**src/rtl/lock_mod_pkg.sv**
```systemverilog
// rtl/lock_mod_pkg.sv - shared constants, state encoding and config record for the lock-in modulation path
package lock_mod_pkg;

  localparam int PH_LEN = 2520;
  localparam int HP_W   = 14;
  localparam int PH_W   = 12;
  localparam int SQ_W   = 32;

  typedef enum logic {
    ST_IDLE = 1'b0,
    ST_PEND = 1'b1
  } sched_state_e;

  typedef struct packed {
    logic [HP_W-1:0] hp;
    logic [PH_W-1:0] phase;
    logic [SQ_W-1:0] phase_sq;
    logic [SQ_W-1:0] sqp;
  } mod_cfg_t;

endpackage

```
**src/rtl/mod_phase_acc.sv**
```systemverilog
// rtl/mod_phase_acc.sv - modulo phase adder with wrap flag and out-of-range step detection
module mod_phase_acc
  import lock_mod_pkg::*;
#(
  parameter int MOD = PH_LEN
) (
  input  logic [PH_W-1:0] phase_in,
  input  logic [PH_W-1:0] step,
  output logic [PH_W-1:0] phase_out,
  output logic            wrap,
  output logic            step_inv
);

  logic [PH_W:0] sum;

  // Both operands are below MOD, so one conditional subtraction is enough.
  always_comb begin
    step_inv  = (step >= PH_W'(MOD));
    sum       = {1'b0, phase_in} + {1'b0, step};
    phase_out = phase_in;
    wrap      = 1'b0;
    if (!step_inv) begin
      if (sum >= (PH_W+1)'(MOD)) begin
        phase_out = PH_W'(sum - (PH_W+1)'(MOD));
        wrap      = 1'b1;
      end else begin
        phase_out = sum[PH_W-1:0];
      end
    end
  end

endmodule

```
**src/rtl/mod_cfg_sched.sv**
```systemverilog
// rtl/mod_cfg_sched.sv - stages bus config and applies it on the generator's period boundary, with optional phase sweep
module mod_cfg_sched
  import lock_mod_pkg::*;
#(
  parameter int TMO_W  = 28,
  parameter int PH_LEN = lock_mod_pkg::PH_LEN
) (
  input  logic            clk,
  input  logic            rst,
  input  logic            cfg_we,
  input  logic [13:0]     cfg_hp,
  input  logic [11:0]     cfg_phase,
  input  logic [31:0]     cfg_phase_sq,
  input  logic [31:0]     cfg_sqp,
  input  logic            sweep_en,
  input  logic [11:0]     sweep_step,
  input  logic [15:0]     sweep_nper,
  input  logic            harmonic_trig,
  input  logic            square_trig,
  output logic [13:0]     hp,
  output logic [11:0]     phase,
  output logic [31:0]     phase_sq,
  output logic [31:0]     sqp,
  output logic            cfg_busy,
  output logic            cfg_applied,
  output logic            cfg_err,
  output logic            cfg_tmo,
  output logic            sweep_wrap
);

  sched_state_e     state_q, state_d;
  mod_cfg_t         cur_q, cur_d;
  mod_cfg_t         stg_q, stg_d;
  logic [TMO_W-1:0] tmo_cnt_q, tmo_cnt_d;
  logic [15:0]      swp_cnt_q, swp_cnt_d;
  logic             applied_q, applied_d;
  logic             err_q, err_d;
  logic             tmo_q, tmo_d;
  logic             wrap_q, wrap_d;

  logic             wr_ok;
  logic             trig;
  logic             tmo_hit;
  logic             swp_hit;
  logic [15:0]      nper_eff;
  mod_cfg_t         new_cfg;
  logic [PH_W-1:0]  acc_phase;
  logic             acc_wrap;
  logic             acc_step_inv;

  mod_phase_acc #(.MOD(PH_LEN)) u_phase_acc (
    .phase_in  (cur_q.phase),
    .step      (sweep_step),
    .phase_out (acc_phase),
    .wrap      (acc_wrap),
    .step_inv  (acc_step_inv)
  );

  always_comb begin
    state_d   = state_q;
    cur_d     = cur_q;
    stg_d     = stg_q;
    tmo_cnt_d = tmo_cnt_q;
    swp_cnt_d = swp_cnt_q;
    applied_d = 1'b0;
    tmo_d     = 1'b0;
    wrap_d    = 1'b0;

    wr_ok    = cfg_we && (cfg_phase < PH_W'(PH_LEN));
    err_d    = cfg_we && !wr_ok;
    // Boundary follows the mode currently running, so a mode switch lands on the old mode's edge.
    trig     = (cur_q.sqp != '0) ? square_trig : harmonic_trig;
    tmo_hit  = (tmo_cnt_q == '1);
    nper_eff = (sweep_nper == 16'd0) ? 16'd1 : sweep_nper;
    swp_hit  = (({1'b0, swp_cnt_q} + 17'd1) >= {1'b0, nper_eff});
    new_cfg  = '{hp: cfg_hp, phase: cfg_phase, phase_sq: cfg_phase_sq, sqp: cfg_sqp};

    if (!sweep_en) begin
      swp_cnt_d = 16'd0;
    end

    case (state_q)
      ST_IDLE: begin
        if (sweep_en && (cur_q.sqp == '0) && harmonic_trig) begin
          if (swp_hit) begin
            swp_cnt_d = 16'd0;
            if (!acc_step_inv) begin
              cur_d.phase = acc_phase;
              wrap_d      = acc_wrap;
            end
          end else begin
            swp_cnt_d = swp_cnt_q + 16'd1;
          end
        end
        if (wr_ok) begin
          stg_d     = new_cfg;
          tmo_cnt_d = '0;
          state_d   = ST_PEND;
        end
      end
      ST_PEND: begin
        if (trig || tmo_hit) begin
          cur_d     = stg_q;
          applied_d = 1'b1;
          tmo_d     = tmo_hit && !trig;
          swp_cnt_d = 16'd0;
          // A write landing on the boundary becomes the next pending config.
          if (wr_ok) begin
            stg_d     = new_cfg;
            tmo_cnt_d = '0;
          end else begin
            state_d = ST_IDLE;
          end
        end else begin
          tmo_cnt_d = tmo_cnt_q + TMO_W'(1);
          if (wr_ok) begin
            stg_d = new_cfg;
          end
        end
      end
      default: state_d = ST_IDLE;
    endcase
  end

  always_ff @(posedge clk) begin
    if (rst) begin
      state_q   <= ST_IDLE;
      cur_q     <= '0;
      stg_q     <= '0;
      tmo_cnt_q <= '0;
      swp_cnt_q <= '0;
      applied_q <= 1'b0;
      err_q     <= 1'b0;
      tmo_q     <= 1'b0;
      wrap_q    <= 1'b0;
    end else begin
      state_q   <= state_d;
      cur_q     <= cur_d;
      stg_q     <= stg_d;
      tmo_cnt_q <= tmo_cnt_d;
      swp_cnt_q <= swp_cnt_d;
      applied_q <= applied_d;
      err_q     <= err_d;
      tmo_q     <= tmo_d;
      wrap_q    <= wrap_d;
    end
  end

  assign hp          = cur_q.hp;
  assign phase       = cur_q.phase;
  assign phase_sq    = cur_q.phase_sq;
  assign sqp         = cur_q.sqp;
  assign cfg_busy    = (state_q == ST_PEND);
  assign cfg_applied = applied_q;
  assign cfg_err     = err_q;
  assign cfg_tmo     = tmo_q;
  assign sweep_wrap  = wrap_q;

endmodule

```
**config.mk**
```make
export PLATFORM = sky130hd
export DESIGN_NAME = mod_cfg_sched
export DESIGN_NICKNAME = d
export VERILOG_FILES = /design/src/rtl/lock_mod_pkg.sv /design/src/rtl/mod_phase_acc.sv /design/src/rtl/mod_cfg_sched.sv
export SDC_FILE = /design/constraint.sdc
export NUM_CORES = 1
export LEC_CHECK = 0
export BUFFER_PORTS_ARGS = -buffer_cell sky130_fd_sc_hd__buf_2
export CELL_PAD_IN_SITES_DETAIL_PLACEMENT = 1
export CELL_PAD_IN_SITES_GLOBAL_PLACEMENT = 1
export CORE_MARGIN = 5
export CORE_UTILIZATION = 40
export CTS_CLUSTER_DIAMETER = 50
export CTS_CLUSTER_SIZE = 24
export DETAILED_ROUTE_END_ITERATION = 12
export PLACE_DENSITY = 0.88
export SETUP_SLACK_MARGIN = 0.1
export SLEW_MARGIN = 15
export SYNTH_ARGS = -nofsm -noshare
export SYNTH_HDL_FRONTEND = slang
export SYNTH_SLANG_ARGS = --single-unit
```
**constraint.sdc**
```tcl
create_clock -name clk -period 4 [get_ports clk]
set_clock_uncertainty 0.15 [all_clocks]
set_input_delay 0.8 -clock clk [delete_from_list [all_inputs] [get_ports clk]]
set_output_delay 0.8 -clock clk [all_outputs]
set_load 0.01 [all_outputs]
```
==> results of run 1 <==
-- cell usage after synthesis (all sizes together), types with 3 or more instances --
library cell,n,area share (%)
o22ai,7,0.43
a21o,4,0.29
clkbuf,58,2.1
dfxtp,229,45
o31ai,9,0.66
inv,40,1.5
o211ai,8,0.63
o2bb2ai,4,0.34
a31oi,6,0.43
nand3b,3,0.26
ha,31,3.8
xor2,10,0.85
nor3,15,0.73
and4,3,0.26
nand4,17,1.0
nand2,380,14
and2,13,0.79
nor2b,3,0.18
nand3,22,1.1
or2,5,0.30
o21ai,58,2.8
a21oi,204,10
buf,19,1.2
and3,17,1.0
or3,5,0.30
a211oi,15,1.7
mux2i,3,0.29
nand2b,7,0.43
nor4,15,0.91
xnor2,22,1.9
nor2,50,1.8
-- power by group through the flow --
| stage | logic (W) | registers [W] | clock network [W] |
|---|---|---|---|
| finish | 0.000682 | 0.00240 | 0.00261 |
| global route | 0.000747 | 0.00241 | 0.00276 |
| CTS | 0.000682 | 0.00240 | 0.00266 |
| detailed placement | 0.000670 | 0.00245 | 0 |
| global placement | 0.000650 | 0.00245 | 0 |
| floorplan | 0.000423 | 0.00245 | 0 |
-- path summary, 6_finish.rpt --
path	from	endpoint	slack, ps	cells past startpoint
min reg2reg	stg_q[20]$_SDFFE_PP0P_	sqp[20]$_SDFFE_PP0P_	290	2
max reg2reg	swp_cnt_q[0]$_SDFF_PP0_	swp_cnt_q[15]$_SDFF_PP0_	290	14
max	swp_cnt_q[0]$_SDFF_PP0_	swp_cnt_q[15]$_SDFF_PP0_	290	14
min	stg_q[20]$_SDFFE_PP0P_	sqp[20]$_SDFFE_PP0P_	290	2
-- worst register-to-register path: stages (launching register included) --
cell and delay (ps):
dfxtp_1 440, ha_2 270, nand3_1 200, nor2_1 220
nand4_1 150, xnor2_1 310, ha_1 310, a211oi_1 230
o21ai_0 150, nand2_1 100, nand4_1 230, nand2b_4 310
or2_2 350, nand2b_1 150, o21ai_1 70
-- kinds of logic (layout without fill, tap and decap cells) --
family / count (synthesis) / in the layout / share of synthesized area [%]
AND/OR/NAND/NOR: 565 / 565 / 23.9
AO/OA/AOI/OAI: 341 / 341 / 19.8
flip-flops: 229 / 229 / 44.5
buffers and inverters: 117 / 330 / 4.77
adder cells (fa/ha/maj): 32 / 32 / 3.96
XOR/XNOR: 32 / 32 / 2.79
multiplexers: 3 / 3 / 0.292
other: 0 / 1 / 0
-- cell usage in the layout (no fill, tap or decap), drive strengths merged, types with 8 or more instances in the layout --
master	count
nand2	380
buf	239
dfxtp	229
a21oi	204
o21ai	58
nor2	50
inv	48
clkbuf	34
ha	31
nand3	22
xnor2	22
nand4	17
and3	17
nor4	15
nor3	15
a211oi	15
and2	13
xor2	10
o31ai	9
o211ai	8
-- per-layer routing --
metal  global-route usage [%]  vias to the layer above
met2                     40.8                      293
met5                        0                        -
li1                         -                     4894
met4                     6.88                        4
met3                     6.97                       85
met1                     26.2                     4916
-- area by class of cell --
class                   count  share of cell area (%)
repair buffers            239                    10.1
clock buffers              34                    5.94
diodes                      1                  0.0197
multi-input cells         973                    41.6
well taps                 330                    3.26
clock inverters            17                    1.70
flip-flops and latches    229                    36.2
inverters                  40                    1.18
-- through the flow --
step                cells  hold slack [ps]  util, %  instance area (um^2)  setup slack, ps
floorplan            1319              280        -                 10300              536
global placement     1810              286     46.2                 11700              301
detailed placement   1810              294     46.2                 11700            -69.0
CTS                  1861              294     50.0                 12600              110
global route         1862              313     50.2                 12700             61.0
finish               1863              290     50.2                 12700              286
-- registers in the layout, summed over array words and instances (netlist names), 12 cells and up --
name	flops
swp_cnt_q	16
phase_sq	32
tmo_cnt_q	28
stg_q	90
sqp	32
phase	12
hp	14
-- what timing repair did --
item,4_1_cts,5_1_grt
hold buffers,0,0
setup endpoints to repair,16,29
setup buffers,0,1
resized for setup,3,9
pin swaps,0,1
==> metrics.md, run 1 <==
| Metric | Value |
|---|---|
| Yosys reg bits | 229 |
| Slew Limit Headroom | 47.2% |
| DRT iter0 DRCs | 579 |
| Setup tns final | 0 ps |
| Max clock buf depth | 3 |
| Top delay family on crit path | simple AND/OR/NAND/NOR gates |
| First-pass GRT wire length | 54.5 mm |
| Gate count after technology mapping | roughly 1300 |
| Pint | 0.00410 W |
| Worst VDD drop | 0.287 mV |
| Count of cell types in the netlist | 74 |
| CTS sink count | roughly 230 |
| Clock power frac | 45.8% |
| Share of cells above drive strength 1 | 21.4% |
| P&R area growth vs syn | 23.1% |
| Number of global-route vias before repair | 10600 |
| Nets | between 1500 and 2000 |
| Final period util | 92.8% |
| Required @ worst endpoint | between 4000 and 5000 ps |
| DRC viols | 0 |
| Pwr Density | 449 nW/um^2 |
| Max cap viols | 0 |
| Final Max Tran Viols | 0 |
| Worst setup SP type | register |
| Die width | 170 um |
| Seq. cell area | 4590 um^2 |
| Total Routing Usage GR | 22.8% |
| Met1 wire length | ~14 mm |
| DR pass1 iterations | 5 |
| Nature of the critical path endpoint | register |
| H-tree levels | 1 |
| Clk root buf | clkbuf_16 |
| Row count | a little under 60 |
| Pin count of the biggest net entering global routing | 136 |
| WL met2 | roughly 17 mm |
| Worst-path cell chain | ha_2, nand3_1, nor2_1, nand4_1, xnor2_1, ha_1, a211oi_1, o21ai_0, nand2_1, nand4_1, nand2b_4, or2_2, nand2b_1, o21ai_1 |
| Initial Utilization | 40.8% |
| Core footprint | 25300 um^2 |
| Net Sw Frac | 27.9% |
| Io pins | 219 |
| Sequential power share | roughly 42% |
| Filler cell count | 3170 |
| Hpwl dp | 23.9 mm |
| Clock-pin transition on the worst setup and hold timing paths | 70 ps |
| Status | finished clean |
| DIE HEIGHT | 170 um |
| Seq/Total Area, Yosys | between 40% and 50% |
| Routed vias | 10200 |
| Worst path most repeated cell | nand4_1 |
| CTS tree | done |
| Mapped Area | 10300 um^2 |
| Grt total ovfl | 0 |
| Power Total | 0.00569 W |
| Met3 WL | 2.57 mm |
| Hold Vio Cnt, Final | 0 |
| Worst-Margin Slew | ~800 ps |
| Die area | 29100 um^2 |
| Antenna violations before repair | 3 |
| Area occupied by multi-input gates | around 5300 um^2 |
| Crit path max-delay cell type | dfxtp_1 |
| Final setup fails | 0 |
| Post-synth EDFFs | 0 |
| Hold Path Class | reg2reg |
| Comb pwr share | 12.0% |
| Syn nets | 1475 |
| Top Metal Used | met5 |
| Ys async rst share | 0% |
| Avg Synthesized Cell Area | 7.81 um^2 |
| Cts bufs inserted | 28 |
| Crit path arrival time | around 4000 ps |
| NetSw | 0.00159 W |
| Total wire length | approximately 35 mm |
| RSZ-0062 raised after global routing | false |
| Crit-path max FO | 17 |
| Post-layout min period | around 3700 ps |
| Largest stage delay, worst path | 440 ps |
| Drt via density | 5.47 |
| Post-DRT Antenna Nets | 0 |
| Avg WL per Cell | 18.6 um |
| Kind of critical path | reg2reg |
| IO buf count | 218 |
| Worst Path Buf+Inv | 0 |
| Leak | between 5 and 6 nW |
| Synth Flop Type | dfxtp_1 |
| Worst skew pair latency | 560 ps |
| GPL Wtd Cong | a little over 0.9 |
| Synth warn | 0 |
| Achievable frequency | 0.269 GHz |
Power figures use the tool's default switching activity.
==> inputs of run 2 (changes only) <==
CORE_UTILIZATION = 41   (was 40)
CTS_BUF_LIST = sky130_fd_sc_hd__clkbuf_4   (was default)
PLACE_DENSITY = 0.9   (was 0.88)
==> run 2 against run 1 <==
  * Non-clock buffer count shrank 3
  * Wire length shrank 5.5%
  * Total power shrank 19%
  * Cell count shrank 0.43%
  * Largest power group is now registers
==> metrics.md, run 2 (synthesis results as in run 1) <==
| Metric | Value |
|---|---|
| Worst r2r src | swp_cnt_q[1]$_SDFF_PP0_ |
| Grt total ovfl | 0 |
| DIE HEIGHT | around 170 um |
| Worst Path Buf+Inv | 1 |
| Worst path most repeated cell | nand4_1 |
| DR pass1 iterations | 5 |
| H-tree levels | 1 |
| Achievable frequency | 0.272 GHz |
| Antenna violations before repair | 4 |
| Pre-CTS WS | -147 ps |
| Number of global-route vias before repair | ~11000 |
| Post-Place Cell Area | approximately 12000 um^2 |
| Worst VDD drop | 0.305 mV |
| Final period util | 91.8% |
| Post-DRT Antenna Nets | 0 |
| Post-route cell area | 12100 um^2 |
| Leak | 4.97 nW |
| Reg2reg setup slack | around 330 ps |
| Max clock buf depth | 3 |
| Row count | 58 |
| Final worst-path setup slack | 327 ps |
| RSZ-0062 raised after global routing | false |
| Initial Utilization | 41.3% |
| Commonest non-fill, non-tap cell in the layout | nand2_1 |
| Io pins | 219 |
| Worst setup SP type | register |
| Pin count of the biggest net entering global routing | 101 |
| Clock-pin transition on the worst setup and hold timing paths | roughly 170 ps |
| Required @ worst endpoint | 4380 ps |
| Hold Vio Cnt, Final | 0 |
| Total wire length | 32.7 mm |
| Hold worst-path end | stg_q[19]$_SDFFE_PP0P_ |
| Avg WL per Cell | 17.6 um |
| Status | finished clean |
| Crit path max-delay cell type | dfxtp_1 |
| Nets | 1662 |
| Crit path arrival time | 4060 ps |
| IO buf count | between 200 and 250 |
| Nature of the critical path endpoint | register |
| Hold Path Class | in2reg |
| DRC viols | 0 |
| First-pass GRT wire length | 52.7 mm |
| Crit-path max FO | 7 |
| Worst-Margin Slew | 1090 ps |
| Largest reg by FF count | stg_q |
| Drt via density | between 5 and 6 |
| Post-layout min period | approximately 3700 ps |
| Post-layout util | 48.6% |
| Setup tns final | 0 ps |
| Cts bufs inserted | 26 |
| Final Max Tran Viols | 0 |
| WHS | 153 ps |
| Top delay family on crit path | simple AND/OR/NAND/NOR gates |
| Slew Limit Headroom | 27.7% |
| Worst skew pair latency | 710 ps |
| CTS tree | done |
| Pwr Density | 378 nW/um^2 |
| Core footprint | 25000 um^2 |
| R2r endpoint | phase[10]$_SDFFE_PP0P_ |
| Commonest cells after routing, fill and taps aside | nand2_1, dfxtp_1, buf_2, a21oi_1, nor2_1 |
| CTS sink count | around 230 |
| Die width | 169 um |
| Clk root buf | clkbuf_4 |
| Hold_sp | cfg_sqp[19] |
| Max cap viols | 0 |
| Share of cells above drive strength 1 | 21.3% |
| Filler cell count | 3185 |
| Routed vias | roughly 10000 |
| R2R cell count | 15 |
| Total Routing Usage GR | 22.1% |
| Kind of critical path | reg2reg |
| P&R area growth vs syn | 17.7% |
| Hold-critical path depth | 3 |
| GPL Wtd Cong | about 0.92 |
| DRT iter0 DRCs | 542 |
| Hpwl dp | roughly 24 mm |
| Max reg flops | 90 |
| Worst-path cell chain | ha_2, nand3_2, nor3_2, and2_1, xnor2_1, ha_1, o21ai_0, nor3_1, o211ai_1, nand4_1, nand4_1, buf_4, and3_1, a21oi_1, o22ai_1 |
| Final setup fails | 0 |
| Largest stage delay, worst path | 430 ps |
| Die area | between 20000 and 30000 um^2 |
-- run 2: repair_timing --
| item | CTS | global route |
|---|---|---|
| endpoints found under the setup margin | 26 | 28 |
| hold buffers | 0 | 0 |
| resized for setup | 5 | 9 |
| pin swaps | 1 | 0 |
| setup buffers | 1 | 0 |
-- run 2: routing by layer --
layer  routed length, um  track usage (%)  vias to the layer above  part of all wire (%)
li1                    -                -                     4890                     -
met1               13700             26.5                     4780                    42
met2               16000             39.1                      232                    49
met3                2150             6.14                       74                   6.6
met4                 917             5.82                        6                   2.8
met5                  33                0                        -                  0.10
-- run 2: through the flow --
| step | power (W) | cells |
|---|---|---|
| floorplan | 0.00287 | 1319 |
| global placement | 0.00308 | 1807 |
| detailed placement | 0.00311 | 1807 |
| CTS | 0.00463 | 1854 |
| global route | 0.00481 | 1855 |
| finish | 0.00459 | 1855 |
-- run 2: worst max-delay path by stage --
stage                                  from                       end  slack (ps)  cells after the start
floorplan                     sweep_step[0]     phase[8]$_SDFFE_PP0P_         540                     13
global placement    swp_cnt_q[0]$_SDFF_PP0_  swp_cnt_q[15]$_SDFF_PP0_         150                     15
detailed placement  swp_cnt_q[0]$_SDFF_PP0_  swp_cnt_q[15]$_SDFF_PP0_        -150                     15
CTS                 swp_cnt_q[0]$_SDFF_PP0_    phase[10]$_SDFFE_PP0P_         140                     15
global route        swp_cnt_q[1]$_SDFF_PP0_    phase[10]$_SDFFE_PP0P_          90                     15
finish              swp_cnt_q[1]$_SDFF_PP0_    phase[10]$_SDFFE_PP0P_         330                     15
-- run 2: worst reg2reg max path, stage by stage (launching register included) --
cell	delay (ps)
dfxtp_1	430
ha_2	280
nand3_2	170
nor3_2	270
and2_1	170
xnor2_1	90
ha_1	330
o21ai_0	140
nor3_1	300
o211ai_1	140
nand4_1	220
nand4_1	210
buf_4	250
and3_1	180
a21oi_1	150
o22ai_1	100
-- run 2: power by group --
part | leakage (nW) | internal, W | total (W) | switching, W
Clock | 0.246 | 0.000596 | 0.00152 | 0.000923
Combinational | 2.87 | 0.000230 | 0.000664 | 0.000434
Sequential | 1.86 | 0.00235 | 0.00240 | 0.0000482
-- run 2: layout make-up --
cell class	count	area, um^2	area share (%)
clock inverter	19	239	1.97
clock buffer	27	203	1.67
antenna	1	2.50	0.0206
timing repair buffer	236	1240	10.3
tap	330	413	3.40
sequential	229	4590	37.8
multi-input combinational	973	5290	43.6
inverter	40	150	1.24
